[src/rtl/apb_master_arbiter_pkg.sv]
// Shared constants for the two-requester APB master/arbiter:
// FSM state encodings, default bus widths and timeout counter sizing.
package apb_arb_pkg;

  localparam int DEF_DATA_W  = 32;
  localparam int DEF_ADDR_W  = 32;
  localparam int DEF_TIMEOUT = 16;
  localparam int CNT_W       = 8;

  typedef logic [1:0] state_t;

  localparam state_t ST_IDLE   = 2'b00;
  localparam state_t ST_SETUP  = 2'b01;
  localparam state_t ST_ACCESS = 2'b10;

endpackage

[src/rtl/apb_master_arbiter_if.sv]
// Bundles both requester handshakes and the APB bus of the arbiter.
// The master modport is the arbiter's view; slave is the environment's view.
interface apb_master_arbiter_if #(
  parameter int DATA_W = apb_arb_pkg::DEF_DATA_W,
  parameter int ADDR_W = apb_arb_pkg::DEF_ADDR_W
);

  logic              req0_valid;
  logic              req0_write;
  logic [ADDR_W-1:0] req0_addr;
  logic [DATA_W-1:0] req0_wdata;
  logic              req0_ready;
  logic              rsp0_valid;
  logic [DATA_W-1:0] rsp0_rdata;
  logic              rsp0_err;

  logic              req1_valid;
  logic              req1_write;
  logic [ADDR_W-1:0] req1_addr;
  logic [DATA_W-1:0] req1_wdata;
  logic              req1_ready;
  logic              rsp1_valid;
  logic [DATA_W-1:0] rsp1_rdata;
  logic              rsp1_err;

  logic [ADDR_W-1:0] PADDR;
  logic              PWRITE;
  logic              PSEL;
  logic              PENABLE;
  logic [DATA_W-1:0] PWDATA;
  logic [DATA_W-1:0] PRDATA;
  logic              PREADY;
  logic              PSLVERR;

  modport master (
    input  req0_valid, req0_write, req0_addr, req0_wdata,
    output req0_ready, rsp0_valid, rsp0_rdata, rsp0_err,
    input  req1_valid, req1_write, req1_addr, req1_wdata,
    output req1_ready, rsp1_valid, rsp1_rdata, rsp1_err,
    output PADDR, PWRITE, PSEL, PENABLE, PWDATA,
    input  PRDATA, PREADY, PSLVERR
  );

  modport slave (
    output req0_valid, req0_write, req0_addr, req0_wdata,
    input  req0_ready, rsp0_valid, rsp0_rdata, rsp0_err,
    output req1_valid, req1_write, req1_addr, req1_wdata,
    input  req1_ready, rsp1_valid, rsp1_rdata, rsp1_err,
    input  PADDR, PWRITE, PSEL, PENABLE, PWDATA,
    output PRDATA, PREADY, PSLVERR
  );

endinterface

[src/rtl/apb_rr_arbiter.sv]
// Two-way round-robin grant. On a tie the requester that did not win
// last time is chosen; a lone requester always wins. Grant is one-hot
// and forced to zero when enable is low.
module apb_rr_arbiter (
  input  logic [1:0] req,
  input  logic       last_grant,
  input  logic       enable,
  output logic [1:0] grant
);

  // Pick requester 0 unless only requester 1 is asking or it is 1's turn.
  always_comb begin
    grant = 2'b00;
    if (enable) begin
      if (req[0] && (!req[1] || last_grant)) begin
        grant = 2'b01;
      end else if (req[1]) begin
        grant = 2'b10;
      end
    end
  end

endmodule

[src/rtl/apb_master_arbiter.sv]
// Shares one APB slave between two requesters. A request is accepted in
// IDLE, driven through SETUP and ACCESS, and answered with a one-cycle
// registered response pulse. An ACCESS-phase timeout ends transfers to a
// slave that never raises PREADY.
module apb_master_arbiter
  import apb_arb_pkg::*;
#(
  parameter int DATA_W  = DEF_DATA_W,
  parameter int ADDR_W  = DEF_ADDR_W,
  parameter int TIMEOUT = DEF_TIMEOUT
) (
  input  logic PCLK,
  input  logic PRESET,
  apb_master_arbiter_if.master bus
);

  localparam logic [CNT_W-1:0] CNT_LAST = CNT_W'(TIMEOUT - 1);

  state_t            state_q, state_d;
  logic              last_grant_q, last_grant_d;
  logic [CNT_W-1:0]  cnt_q, cnt_d;
  logic              psel_q, psel_d;
  logic              penable_q, penable_d;
  logic [ADDR_W-1:0] paddr_q, paddr_d;
  logic              pwrite_q, pwrite_d;
  logic [DATA_W-1:0] pwdata_q, pwdata_d;
  logic              rsp0_valid_q, rsp0_valid_d;
  logic              rsp0_err_q, rsp0_err_d;
  logic [DATA_W-1:0] rsp0_rdata_q, rsp0_rdata_d;
  logic              rsp1_valid_q, rsp1_valid_d;
  logic              rsp1_err_q, rsp1_err_d;
  logic [DATA_W-1:0] rsp1_rdata_q, rsp1_rdata_d;
  logic              rsp_err_v;
  logic [DATA_W-1:0] rsp_rdata_v;
  logic [1:0]        grant;
  logic              arb_en;

  // Reset is folded in so ready drops the moment PRESET rises.
  assign arb_en = (state_q == ST_IDLE) && !PRESET;

  apb_rr_arbiter u_arb (
    .req        ({bus.req1_valid, bus.req0_valid}),
    .last_grant (last_grant_q),
    .enable     (arb_en),
    .grant      (grant)
  );

  assign bus.req0_ready = grant[0];
  assign bus.req1_ready = grant[1];
  assign bus.PADDR      = paddr_q;
  assign bus.PWRITE     = pwrite_q;
  assign bus.PSEL       = psel_q;
  assign bus.PENABLE    = penable_q;
  assign bus.PWDATA     = pwdata_q;
  assign bus.rsp0_valid = rsp0_valid_q;
  assign bus.rsp0_err   = rsp0_err_q;
  assign bus.rsp0_rdata = rsp0_rdata_q;
  assign bus.rsp1_valid = rsp1_valid_q;
  assign bus.rsp1_err   = rsp1_err_q;
  assign bus.rsp1_rdata = rsp1_rdata_q;

  // APB sequencer: accept, SETUP, ACCESS with timeout, then respond.
  always_comb begin
    state_d      = state_q;
    last_grant_d = last_grant_q;
    cnt_d        = cnt_q;
    psel_d       = psel_q;
    penable_d    = penable_q;
    paddr_d      = paddr_q;
    pwrite_d     = pwrite_q;
    pwdata_d     = pwdata_q;
    rsp0_valid_d = 1'b0;
    rsp0_err_d   = 1'b0;
    rsp0_rdata_d = '0;
    rsp1_valid_d = 1'b0;
    rsp1_err_d   = 1'b0;
    rsp1_rdata_d = '0;
    rsp_err_v    = 1'b0;
    rsp_rdata_v  = '0;
    case (state_q)
      ST_IDLE: begin
        cnt_d = '0;
        if (grant[0]) begin
          paddr_d      = bus.req0_addr;
          pwrite_d     = bus.req0_write;
          pwdata_d     = bus.req0_wdata;
          last_grant_d = 1'b0;
          psel_d       = 1'b1;
          state_d      = ST_SETUP;
        end else if (grant[1]) begin
          paddr_d      = bus.req1_addr;
          pwrite_d     = bus.req1_write;
          pwdata_d     = bus.req1_wdata;
          last_grant_d = 1'b1;
          psel_d       = 1'b1;
          state_d      = ST_SETUP;
        end
      end
      ST_SETUP: begin
        penable_d = 1'b1;
        cnt_d     = '0;
        state_d   = ST_ACCESS;
      end
      ST_ACCESS: begin
        if (bus.PREADY || (cnt_q == CNT_LAST)) begin
          psel_d    = 1'b0;
          penable_d = 1'b0;
          cnt_d     = '0;
          state_d   = ST_IDLE;
          rsp_err_v = bus.PREADY ? bus.PSLVERR : 1'b1;
          if (bus.PREADY && !pwrite_q && !bus.PSLVERR) begin
            rsp_rdata_v = bus.PRDATA;
          end
          if (!last_grant_q) begin
            rsp0_valid_d = 1'b1;
            rsp0_err_d   = rsp_err_v;
            rsp0_rdata_d = rsp_rdata_v;
          end else begin
            rsp1_valid_d = 1'b1;
            rsp1_err_d   = rsp_err_v;
            rsp1_rdata_d = rsp_rdata_v;
          end
        end else begin
          cnt_d = cnt_q + 1'b1;
        end
      end
      default: begin
        psel_d    = 1'b0;
        penable_d = 1'b0;
        cnt_d     = '0;
        state_d   = ST_IDLE;
      end
    endcase
  end

  // State, APB outputs and response registers; reset abandons any transfer.
  always_ff @(posedge PCLK or posedge PRESET) begin
    if (PRESET) begin
      state_q      <= ST_IDLE;
      last_grant_q <= 1'b1;
      cnt_q        <= '0;
      psel_q       <= 1'b0;
      penable_q    <= 1'b0;
      paddr_q      <= '0;
      pwrite_q     <= 1'b0;
      pwdata_q     <= '0;
      rsp0_valid_q <= 1'b0;
      rsp0_err_q   <= 1'b0;
      rsp0_rdata_q <= '0;
      rsp1_valid_q <= 1'b0;
      rsp1_err_q   <= 1'b0;
      rsp1_rdata_q <= '0;
    end else begin
      state_q      <= state_d;
      last_grant_q <= last_grant_d;
      cnt_q        <= cnt_d;
      psel_q       <= psel_d;
      penable_q    <= penable_d;
      paddr_q      <= paddr_d;
      pwrite_q     <= pwrite_d;
      pwdata_q     <= pwdata_d;
      rsp0_valid_q <= rsp0_valid_d;
      rsp0_err_q   <= rsp0_err_d;
      rsp0_rdata_q <= rsp0_rdata_d;
      rsp1_valid_q <= rsp1_valid_d;
      rsp1_err_q   <= rsp1_err_d;
      rsp1_rdata_q <= rsp1_rdata_d;
    end
  end

endmodule

[src/flat_wrapper.sv]
// flat-port wrapper written by rule: the top's interface ports become plain ports
module apb_master_arbiter_flat import apb_arb_pkg::*;
#(
  parameter int DATA_W  = DEF_DATA_W,
  parameter int ADDR_W  = DEF_ADDR_W,
  parameter int TIMEOUT = DEF_TIMEOUT
)
  (PCLK, PRESET, bus_req0_valid, bus_req0_write, bus_req0_addr, bus_req0_wdata, bus_req0_ready, bus_rsp0_valid, bus_rsp0_rdata, bus_rsp0_err, bus_req1_valid, bus_req1_write, bus_req1_addr, bus_req1_wdata, bus_req1_ready, bus_rsp1_valid, bus_rsp1_rdata, bus_rsp1_err, bus_PADDR, bus_PWRITE, bus_PSEL, bus_PENABLE, bus_PWDATA, bus_PRDATA, bus_PREADY, bus_PSLVERR);
  apb_master_arbiter_if #(.DATA_W(DATA_W), .ADDR_W(ADDR_W)) bus_i ();
  input  logic PCLK;
  input  logic PRESET;
  input wire logic [$bits(bus_i.req0_valid)-1:0] bus_req0_valid;
  input wire logic [$bits(bus_i.req0_write)-1:0] bus_req0_write;
  input wire logic [$bits(bus_i.req0_addr)-1:0] bus_req0_addr;
  input wire logic [$bits(bus_i.req0_wdata)-1:0] bus_req0_wdata;
  output wire logic [$bits(bus_i.req0_ready)-1:0] bus_req0_ready;
  output wire logic [$bits(bus_i.rsp0_valid)-1:0] bus_rsp0_valid;
  output wire logic [$bits(bus_i.rsp0_rdata)-1:0] bus_rsp0_rdata;
  output wire logic [$bits(bus_i.rsp0_err)-1:0] bus_rsp0_err;
  input wire logic [$bits(bus_i.req1_valid)-1:0] bus_req1_valid;
  input wire logic [$bits(bus_i.req1_write)-1:0] bus_req1_write;
  input wire logic [$bits(bus_i.req1_addr)-1:0] bus_req1_addr;
  input wire logic [$bits(bus_i.req1_wdata)-1:0] bus_req1_wdata;
  output wire logic [$bits(bus_i.req1_ready)-1:0] bus_req1_ready;
  output wire logic [$bits(bus_i.rsp1_valid)-1:0] bus_rsp1_valid;
  output wire logic [$bits(bus_i.rsp1_rdata)-1:0] bus_rsp1_rdata;
  output wire logic [$bits(bus_i.rsp1_err)-1:0] bus_rsp1_err;
  output wire logic [$bits(bus_i.PADDR)-1:0] bus_PADDR;
  output wire logic [$bits(bus_i.PWRITE)-1:0] bus_PWRITE;
  output wire logic [$bits(bus_i.PSEL)-1:0] bus_PSEL;
  output wire logic [$bits(bus_i.PENABLE)-1:0] bus_PENABLE;
  output wire logic [$bits(bus_i.PWDATA)-1:0] bus_PWDATA;
  input wire logic [$bits(bus_i.PRDATA)-1:0] bus_PRDATA;
  input wire logic [$bits(bus_i.PREADY)-1:0] bus_PREADY;
  input wire logic [$bits(bus_i.PSLVERR)-1:0] bus_PSLVERR;
  assign bus_i.req0_valid = bus_req0_valid;
  assign bus_i.req0_write = bus_req0_write;
  assign bus_i.req0_addr = bus_req0_addr;
  assign bus_i.req0_wdata = bus_req0_wdata;
  assign bus_req0_ready = bus_i.req0_ready;
  assign bus_rsp0_valid = bus_i.rsp0_valid;
  assign bus_rsp0_rdata = bus_i.rsp0_rdata;
  assign bus_rsp0_err = bus_i.rsp0_err;
  assign bus_i.req1_valid = bus_req1_valid;
  assign bus_i.req1_write = bus_req1_write;
  assign bus_i.req1_addr = bus_req1_addr;
  assign bus_i.req1_wdata = bus_req1_wdata;
  assign bus_req1_ready = bus_i.req1_ready;
  assign bus_rsp1_valid = bus_i.rsp1_valid;
  assign bus_rsp1_rdata = bus_i.rsp1_rdata;
  assign bus_rsp1_err = bus_i.rsp1_err;
  assign bus_PADDR = bus_i.PADDR;
  assign bus_PWRITE = bus_i.PWRITE;
  assign bus_PSEL = bus_i.PSEL;
  assign bus_PENABLE = bus_i.PENABLE;
  assign bus_PWDATA = bus_i.PWDATA;
  assign bus_i.PRDATA = bus_PRDATA;
  assign bus_i.PREADY = bus_PREADY;
  assign bus_i.PSLVERR = bus_PSLVERR;
  apb_master_arbiter #(.DATA_W(DATA_W), .ADDR_W(ADDR_W), .TIMEOUT(TIMEOUT)) u_core (.PCLK(PCLK), .PRESET(PRESET), .bus(bus_i));
endmodule
[config.mk]
export PLATFORM = sky130hd
export DESIGN_NAME = apb_master_arbiter_flat
export DESIGN_NICKNAME = d
export VERILOG_FILES = /design/src/rtl/apb_master_arbiter_pkg.sv /design/src/rtl/apb_master_arbiter_if.sv /design/src/rtl/apb_rr_arbiter.sv /design/src/rtl/apb_master_arbiter.sv /design/src/flat_wrapper.sv
export SDC_FILE = /design/constraint.sdc
export NUM_CORES = 1
export LEC_CHECK = 0
export ABC_AREA = 1
export CAP_MARGIN = 25
export CELL_PAD_IN_SITES_DETAIL_PLACEMENT = 1
export CELL_PAD_IN_SITES_GLOBAL_PLACEMENT = 2
export CORE_ASPECT_RATIO = 1.5
export CORE_MARGIN = 1
export CORE_UTILIZATION = 23
export CTS_BUF_LIST = sky130_fd_sc_hd__clkbuf_2
export CTS_CLUSTER_DIAMETER = 50
export DETAILED_ROUTE_END_ITERATION = 10
export PLACE_DENSITY = 0.82
export SLEW_MARGIN = 25
export SYNTH_ARGS = -nofsm -noshare
export SYNTH_HDL_FRONTEND = slang
export SYNTH_SLANG_ARGS = --single-unit
[constraint.sdc]
create_clock -name PCLK -period 10.5 [get_ports PCLK]
set_input_delay 3.15 -clock PCLK [delete_from_list [all_inputs] [get_ports PCLK]]
set_output_delay 3.15 -clock PCLK [all_outputs]
set_load 0.01 [all_outputs]
### Word level (Yosys, flattened, before mapping)

Cells that the tools add are included.

| storage, ports and cells | value |
|---|---|
| logic and storage cells | 79 |
| output and inout bits | 137 |
| register bits after elaboration | 146 |
| bits of input ports | 168 |

| operators by class | value |
|---|---|
| mux-type cells | 41 |
| equal/unequal tests | 5 |
| reduce and logical (&&, ||, !) cells | 16 |
| bitwise logic cells | 2 |
| add/sub/neg operators | 1 |

Operator list:

| kind | number |
|---|---|
| $mux 32 | 11 |
| $mux 1 | 19 |
| $mux 8 | 2 |
| $mux 2 | 6 |
| $add 8x1->8 const B | 1 |
| $eq 8x4->1 const B | 1 |
| $pmux 1 s3 | 2 |
| $pmux 2 s3 | 1 |
| $reduce_and 2->1 | 3 |
| $logic_and 1x1->1 | 4 |
| $logic_not 1->1 | 4 |
| $ne 3x1->1 const B | 1 |
| $reduce_and 3->1 | 1 |
| $eq 2x1->1 const B | 1 |
| $eq 2x2->1 const B | 1 |
| $logic_not 2->1 | 1 |
| $logic_or 1x1->1 | 2 |
| $ne 2x1->1 const B | 1 |
| $not 1->1 | 2 |
| $reduce_bool 2->1 | 1 |

### Depth between registers and ports, before layout

| logic depth | value |
|---|---|
| depth after elaboration | 8 |
| gate-level depth with buffers | 9 |
| depth with buffers taken out | 8 |

### Hierarchy

A second synthesis with hierarchy kept.

| unflattened totals | value |
|---|---|
| cells, all modules | 677 |
| area, all modules | 6015.8 µm² |

By module, submodules not included:

| module | times used | sequential area each (µm²) | area an instance (µm²) | cells an instance |
|---|---|---|---|---|
| apb_master_arbiter | 1 | 3654.8 | 5985.7 | 670 |
| apb_rr_arbiter | 1 | 0.0 | 30.0 | 7 |

### Worst setup path before layout

Ideal clock, no wire load.

| path | value |
|---|---|
| path type | input -> output |
| start point | input port PRESET |
| end point | output port bus_req1_ready |
| path slack | 0.417 ns |
| stages on the path | 3 |
| path buffers | 0 |
| required time | 7.350 ns |
| arrival | 6.933 ns |
| cells stage by stage | inv_1 > nand3_2 > nor2_1 |

| on the way | value |
|---|---|
| word-level cells in the longest chain between the ends | 3 |

RTL lines:

| element | line | text |
|---|---|---|
| start, declared | flat_wrapper.sv:11 | `input logic PRESET;` |
| $logic_not 1->1 | apb_master_arbiter.sv:39 | `assign arb_en = (state_q == ST_IDLE) && !PRESET;` |
| $logic_and 1x1->1 | apb_master_arbiter.sv:39 |  |
| $mux 2 | apb_rr_arbiter.sv:14 | `if (enable) begin` |
| end, declared | flat_wrapper.sv:24 | `output wire logic [$bits(bus_i.req1_ready)-1:0] bus_req1_ready;` |

No other way between the ends.

### Worst setup path in the final report

| path | value |
|---|---|
| start point | input port PRESET |
| end point | output port bus_req0_ready |

| on the way | value |
|---|---|
| word-level cells in the longest chain between the ends | 3 |

RTL lines:

| element | line | text |
|---|---|---|
| $logic_not 1->1 | apb_master_arbiter.sv:39 |  |
| $logic_and 1x1->1 | apb_master_arbiter.sv:39 |  |
| $mux 2 | apb_rr_arbiter.sv:14 |  |
| end, declared | flat_wrapper.sv:16 | `output wire logic [$bits(bus_i.req0_ready)-1:0] bus_req0_ready;` |

No other way between the ends.

==> impl_results.md <==
- H-Tree Depth: 4
- Final Hold Fails: 0
- Finished Core Util: 37.1%
- Post-DP Area: between 9000 and 10000 sq um
- CP max-delay cell: clkdlybuf4s50_1
- Die Wd: 132 um
- TritonCTS clock tree: yes
- Setup slack, reg-to-reg: 7240 ps
- Clk root buf: clkbuf_2
- Hold Crit Start: u_core.cnt_q[0]$_DFF_PP0_
- Cts repair resizes: 0
- Final setup viols: 0
- Commonest non-fill, non-tap cell in the layout: clkdlybuf4s50_1
- Post-Syn Instances: 612
- Max-slew violation count: 0
- Total iterations of the first detailed-routing run: 4
- CTS sink count: 146
- Final net count: between 1000 and 1500
- HP Class: reg2reg
- Area added between synthesis and finish: 58.8%
- PD cells: 202 nW/um^2
- Reg clk slew, reported paths: about 200 ps
- Pin count of the biggest net entering global routing: 70
- # DRC: 0
- Starting Density: a little under a quarter
- Total power: 1.87 mW
- Gp weighted congestion: 0.764
- Fmax: ~120 MHz
- Commonest cells after routing, fill and taps aside: 304 x clkdlybuf4s50_1, 145 x dfrtp_1, 144 x nor2_1
- FF+latch count, synth: roughly 150
- Origin of the critical flop-to-flop path: u_core.last_grant_q$_DFFE_PP1P_
- Crit Path Class: in2out
- Max_cap viols: 0
- Critical path arrival: 5050 ps
- Crit path cell chain: clkdlybuf4s50_1 -> nor3_2 -> nand2_4 -> inv_2 -> clkdlybuf4s50_1
- Worst path most repeated cell: clkdlybuf4s50_1
- Slew HR: 44.3%
- Outcome: finished, final reports clean
- Worst slew pin tran: 834 ps
- LEAKAGE: 3.90 nW
- Register area share after synthesis: 62.5%
- 1st-iter DRT viols: 221
- Max rail drop VDD: about 0.070 mV
- Post-CTS Setup Inserts: 0
- Startpoint types: input port
- Die height: just under 200 um
- Antenna Nets Post-Route: 0
- Layout cells sized above 1: under 10%
- Hold path endpoint: u_core.cnt_q[0]$_DFF_PP0_
- Placed Instances: 1211
- RSZ-0062 raised after global routing: no
- Boundary Pins: 305
- Final period utilization: between 70% and 80%
- Syn_nets: a little under 800
- WP data required: 7350 ps
- Design Area, Final: 9280 sq um
- Max FO, Critical Path: 69
- Core ar.: between 20000 and 30000 sq um
- Fillers: 2917
- Layout Skew: 35.9 ps
- Routed WL: 21300 um
- Total congestion overflow: 0
- Hold Buf Count CTS: 0
- Row count: 71
- Tot GR Track Use: 16.5%
- CTS Buf Count: 17
- WL per Instance: 17.1 um
- Syn avg cell area: approximately 9.5 sq um
- Fin cells: 1245
- Crit end category: output port
- RR Endpoint: u_core.bus.PWDATA[11]$_DFFE_PP0P_
- Initial antenna violation count: 2
- Post-synthesis cell type count: 24
- Placed wire-length estimate: 15200 um
- Hold-critical path depth: 1
- Syn. warnings: 0
- Die area: roughly 26000 sq um
- Global-route wire length before repair: 32300 um
- Setup TNS: 0 ps
- Max clock buf depth: 2
- Min cycle time layout: slightly above 8000 ps
- Synthesized area: 5840 sq um
- Via count: 5365
- Vias in the first global route: 5601
- Vias per Instance: between 4 and 5
- CP peak stage delay: roughly 550 ps
- IO buf count: 304
- Number of cells on the worst reg-to-reg path: 8
- Worst-Skew Late Latency: 730 ps
## layout make-up
cell class	count	area (sq um)	area share (%)
clock buffers	18	90.1	0.970
flip-flops and latches	146	3650	39.4
repair buffers	309	3080	33.2
multi-input cells	412	1810	19.5
well taps	328	410	4.42
diodes	2	5.00	0.0539
clock inverters	14	164	1.77
inverters	16	65.1	0.701
## report_power, final
| part | internal (mW) | total [mW] | switching (mW) |
|---|---|---|---|
| Combinational | 0.371 | 0.743 | 0.371 |
| Clock | 0.133 | 0.348 | 0.216 |
| Sequential | 0.700 | 0.781 | 0.0811 |
| Total | 1.20 | 1.87 | 0.669 |
## cells in the mapped netlist
cell type / instances / area [sq um]
dfrtp_1: 145 / 3630
o21ai_0: 66 / 330
clkbuf_1: 7 / 26.3
nand2_1: 111 / 417
nor3b_1: 1 / 7.51
buf_2: 8 / 40.0
and3_1: 1 / 6.26
nand3_2: 3 / 30.0
clkbuf_2: 1 / 5.00
nand3_1: 5 / 25.0
dfstp_2: 1 / 26.3
nor2_1: 144 / 541
inv_2: 3 / 11.3
inv_1: 13 / 48.8
buf_8: 1 / 15.0
o21ai_1: 66 / 330
nand4_1: 1 / 6.26
nor3_1: 4 / 20.0
nor3_2: 2 / 20.0
nand2_4: 2 / 22.5
a21boi_4: 1 / 18.8
a21oi_1: 4 / 20.0
ha_1: 1 / 12.5
buf_6: 21 / 236
## critical path: cells and delay by family
family        cells  cell delay, ps
simple gates      2             650
buf+inv           3            1230
## through the flow
stage                     worst slack, ps  hold slack, ps
final                                2300             483
after global routing                 2180             517
after CTS                            2290             493
after detailed placement             2290             466
after global placement               2320             453
after floorplan                       417             432
## worst max path at each step
stage / startpoint / endpoint / slack (ps) / depth (start not counted)
final: PRESET / bus_req0_ready / 2300 / 5
after global routing: PRESET / bus_req0_ready / 2180 / 5
after CTS: PRESET / bus_req0_ready / 2290 / 5
after detailed placement: PRESET / bus_req0_ready / 2290 / 5
after global placement: PRESET / bus_req0_ready / 2320 / 5
after floorplan: PRESET / bus_req1_ready / 420 / 3
## per-layer routing
layer | up-vias | share of wire, % | global-route usage [%] | wire (um)
li1 | 2538 | - | - | -
met1 | 2620 | 37 | 17.3 | 7860
met2 | 174 | 54 | 30.2 | 11600
met3 | 31 | 5.6 | 4.80 | 1200
met4 | 2 | 3.3 | 8.14 | 699
met5 | - | 0.042 | 0 | 9
## state kept, by name, summed over array words and instances (netlist names)
register               flops
u_core.bus.PADDR          32
u_core.bus.PWDATA         32
u_core.bus.rsp0_rdata     32
u_core.bus.rsp1_rdata     32
u_core.cnt_q               8
u_core.state_q             2
u_core.bus.PENABLE         1
u_core.bus.PSEL            1
u_core.bus.PWRITE          1
u_core.bus.rsp0_err        1
u_core.bus.rsp0_valid      1
u_core.bus.rsp1_err        1
u_core.bus.rsp1_valid      1
u_core.last_grant_q        1
## cells by family after synthesis
group / Yosys count / synth area share [%]
AOI/OAI and AO/OA: 137 / 12.0
adders and majority gates: 1 / 0.214
buffers and inverters: 54 / 6.55
DFF: 146 / 62.5
and+or+nand+nor: 274 / 18.7
No activity file was read; power rests on OpenSTA's default activity.
==> RTL edit: new RTL, same settings <==
The package constant `CNT_W` goes from 8 to 10.
--- a/src/rtl/apb_master_arbiter_pkg.sv
+++ b/src/rtl/apb_master_arbiter_pkg.sv
@@ -6,5 +6,5 @@
   localparam int DEF_ADDR_W  = 32;
   localparam int DEF_TIMEOUT = 16;
-  localparam int CNT_W       = 8;
+  localparam int CNT_W       = 10;
 
   typedef logic [1:0] state_t;
Behaviour: no difference found for any inputs over 4 cycles, from zero or initial values and one cycle with PRESET high; that may be too few to reach the edited logic, so the function may still have changed.
==> RTL edit against the unedited design <==
  * Synthesized cell count up 3.1%
  * Routed wire length hardly changed
  * Cell area is 1.8% higher
  * Sequential cell count increased by 2
  * Via count increased by 2.5%
  * Total power is 0.15% lower
  * Synthesized area is 3.1% higher
  * Setup slack improved by 0.0098 ns
==> RTL edit: results (changes against the unedited design) <==
metric	value	unit	change
outcome	completed		
Reg area	3700	um2	+1.4%
overall routed net length	21300	um	about the same
Layout Cells excl Fill	1269		+1.9%
Place WS	2.27	ns	-0.0180 ns
largest net degree at the start of global routing	69		-1.4%
layout cell share with drive strength beyond 1	0.0782		+0.0268
Fillers	3018		+3.5%
Post-DP Area	9240	um2	+2.3%
Seq cells post-synth	148		+1.4%
RD Place Congestion	0.746		-2.3%
slowest stage delay, CP	0.59	ns	+0.04 ns
Netlist cell types	26		+8.3%
Placed Cells	1235		+2.0%
Post-DP HPWL	15000	um	-1.3%
synth cell count leaders	nor2_1, dfrtp_1, nand2_1		
synth top area cells	dfrtp_1, nor2_1, nand2_1		
nets	1090		+1.8%
Iteration-0 DRC Markers	134		-39%
CP arrival	5.04	ns	about the same
VDD IR max	0.0932	mV	+32%
Logic inverters	23		+7
clock buf count	17		-1
Leak	0.00400	uW	+2.6%
Multi-In Gates	422		+2.4%
GR Util All Layers	0.165		-0.000579
first-pass GRT wire length	33800	um	+4.7%
## RTL edit: worst paths after layout
| kind | startpoint | slack (ns) | depth (start not counted) | endpoint |
|---|---|---|---|---|
| max reg2reg | u_core.state_q[0] | 7.06 | 10 | u_core.bus.PWDATA[4] |
| max in group asynchronous | PRESET | 6.59 | 3 | u_core.bus.rsp1_rdata[30] |
| min | u_core.cnt_q[0] | 0.48 | 1 | u_core.cnt_q[0] |
| min in group asynchronous | PRESET | 2.84 | 2 | u_core.bus.rsp1_rdata[28] |
| min reg2reg | u_core.cnt_q[0] | 0.48 | 1 | u_core.cnt_q[0] |
| max | PRESET | 2.31 | 5 | bus_req1_ready |
## RTL edit: worst reg2reg max path: cells and delay by family (launching register included)
kind	cells	cell delay [ns]
AOI/OAI and AO/OA	1	0.09
DFF	1	0.44
buffers and inverters	4	1.73
and+or+nand+nor	5	1.13
## RTL edit: power breakdown
group	internal, uW	total, uW	switching, uW
Clock	87.2	311	223
Sequential	707	781	73.7
Combinational	385	778	392
## RTL edit: kinds of logic (layout without fill, tap and decap cells)
| kind of cell | count (synthesis) | after routing | share of synthesized area |
|---|---|---|---|
| AOI/OAI and AO/OA | 135 | 135 | 0.131 |
| xor gates and xnor gates | 3 | 3 | 0.00436 |
| adders and majority gates | 1 | 1 | 0.00208 |
| buffers and inverters | 61 | 364 | 0.0625 |
| DFF | 148 | 148 | 0.615 |
| other | 0 | 2 | 0 |
| and+or+nand+nor | 283 | 283 | 0.185 |
## RTL edit: routing by layer
metal,part of all wire,routed length [um],GRT usage,up-vias
li1,-,-,-,2589
met1,0.39,8210,0.178,2690
met2,0.52,11200,0.299,199
met3,0.072,1530,0.0511,22
met4,0.020,417,0.0574,0
met5,0,0,0,-
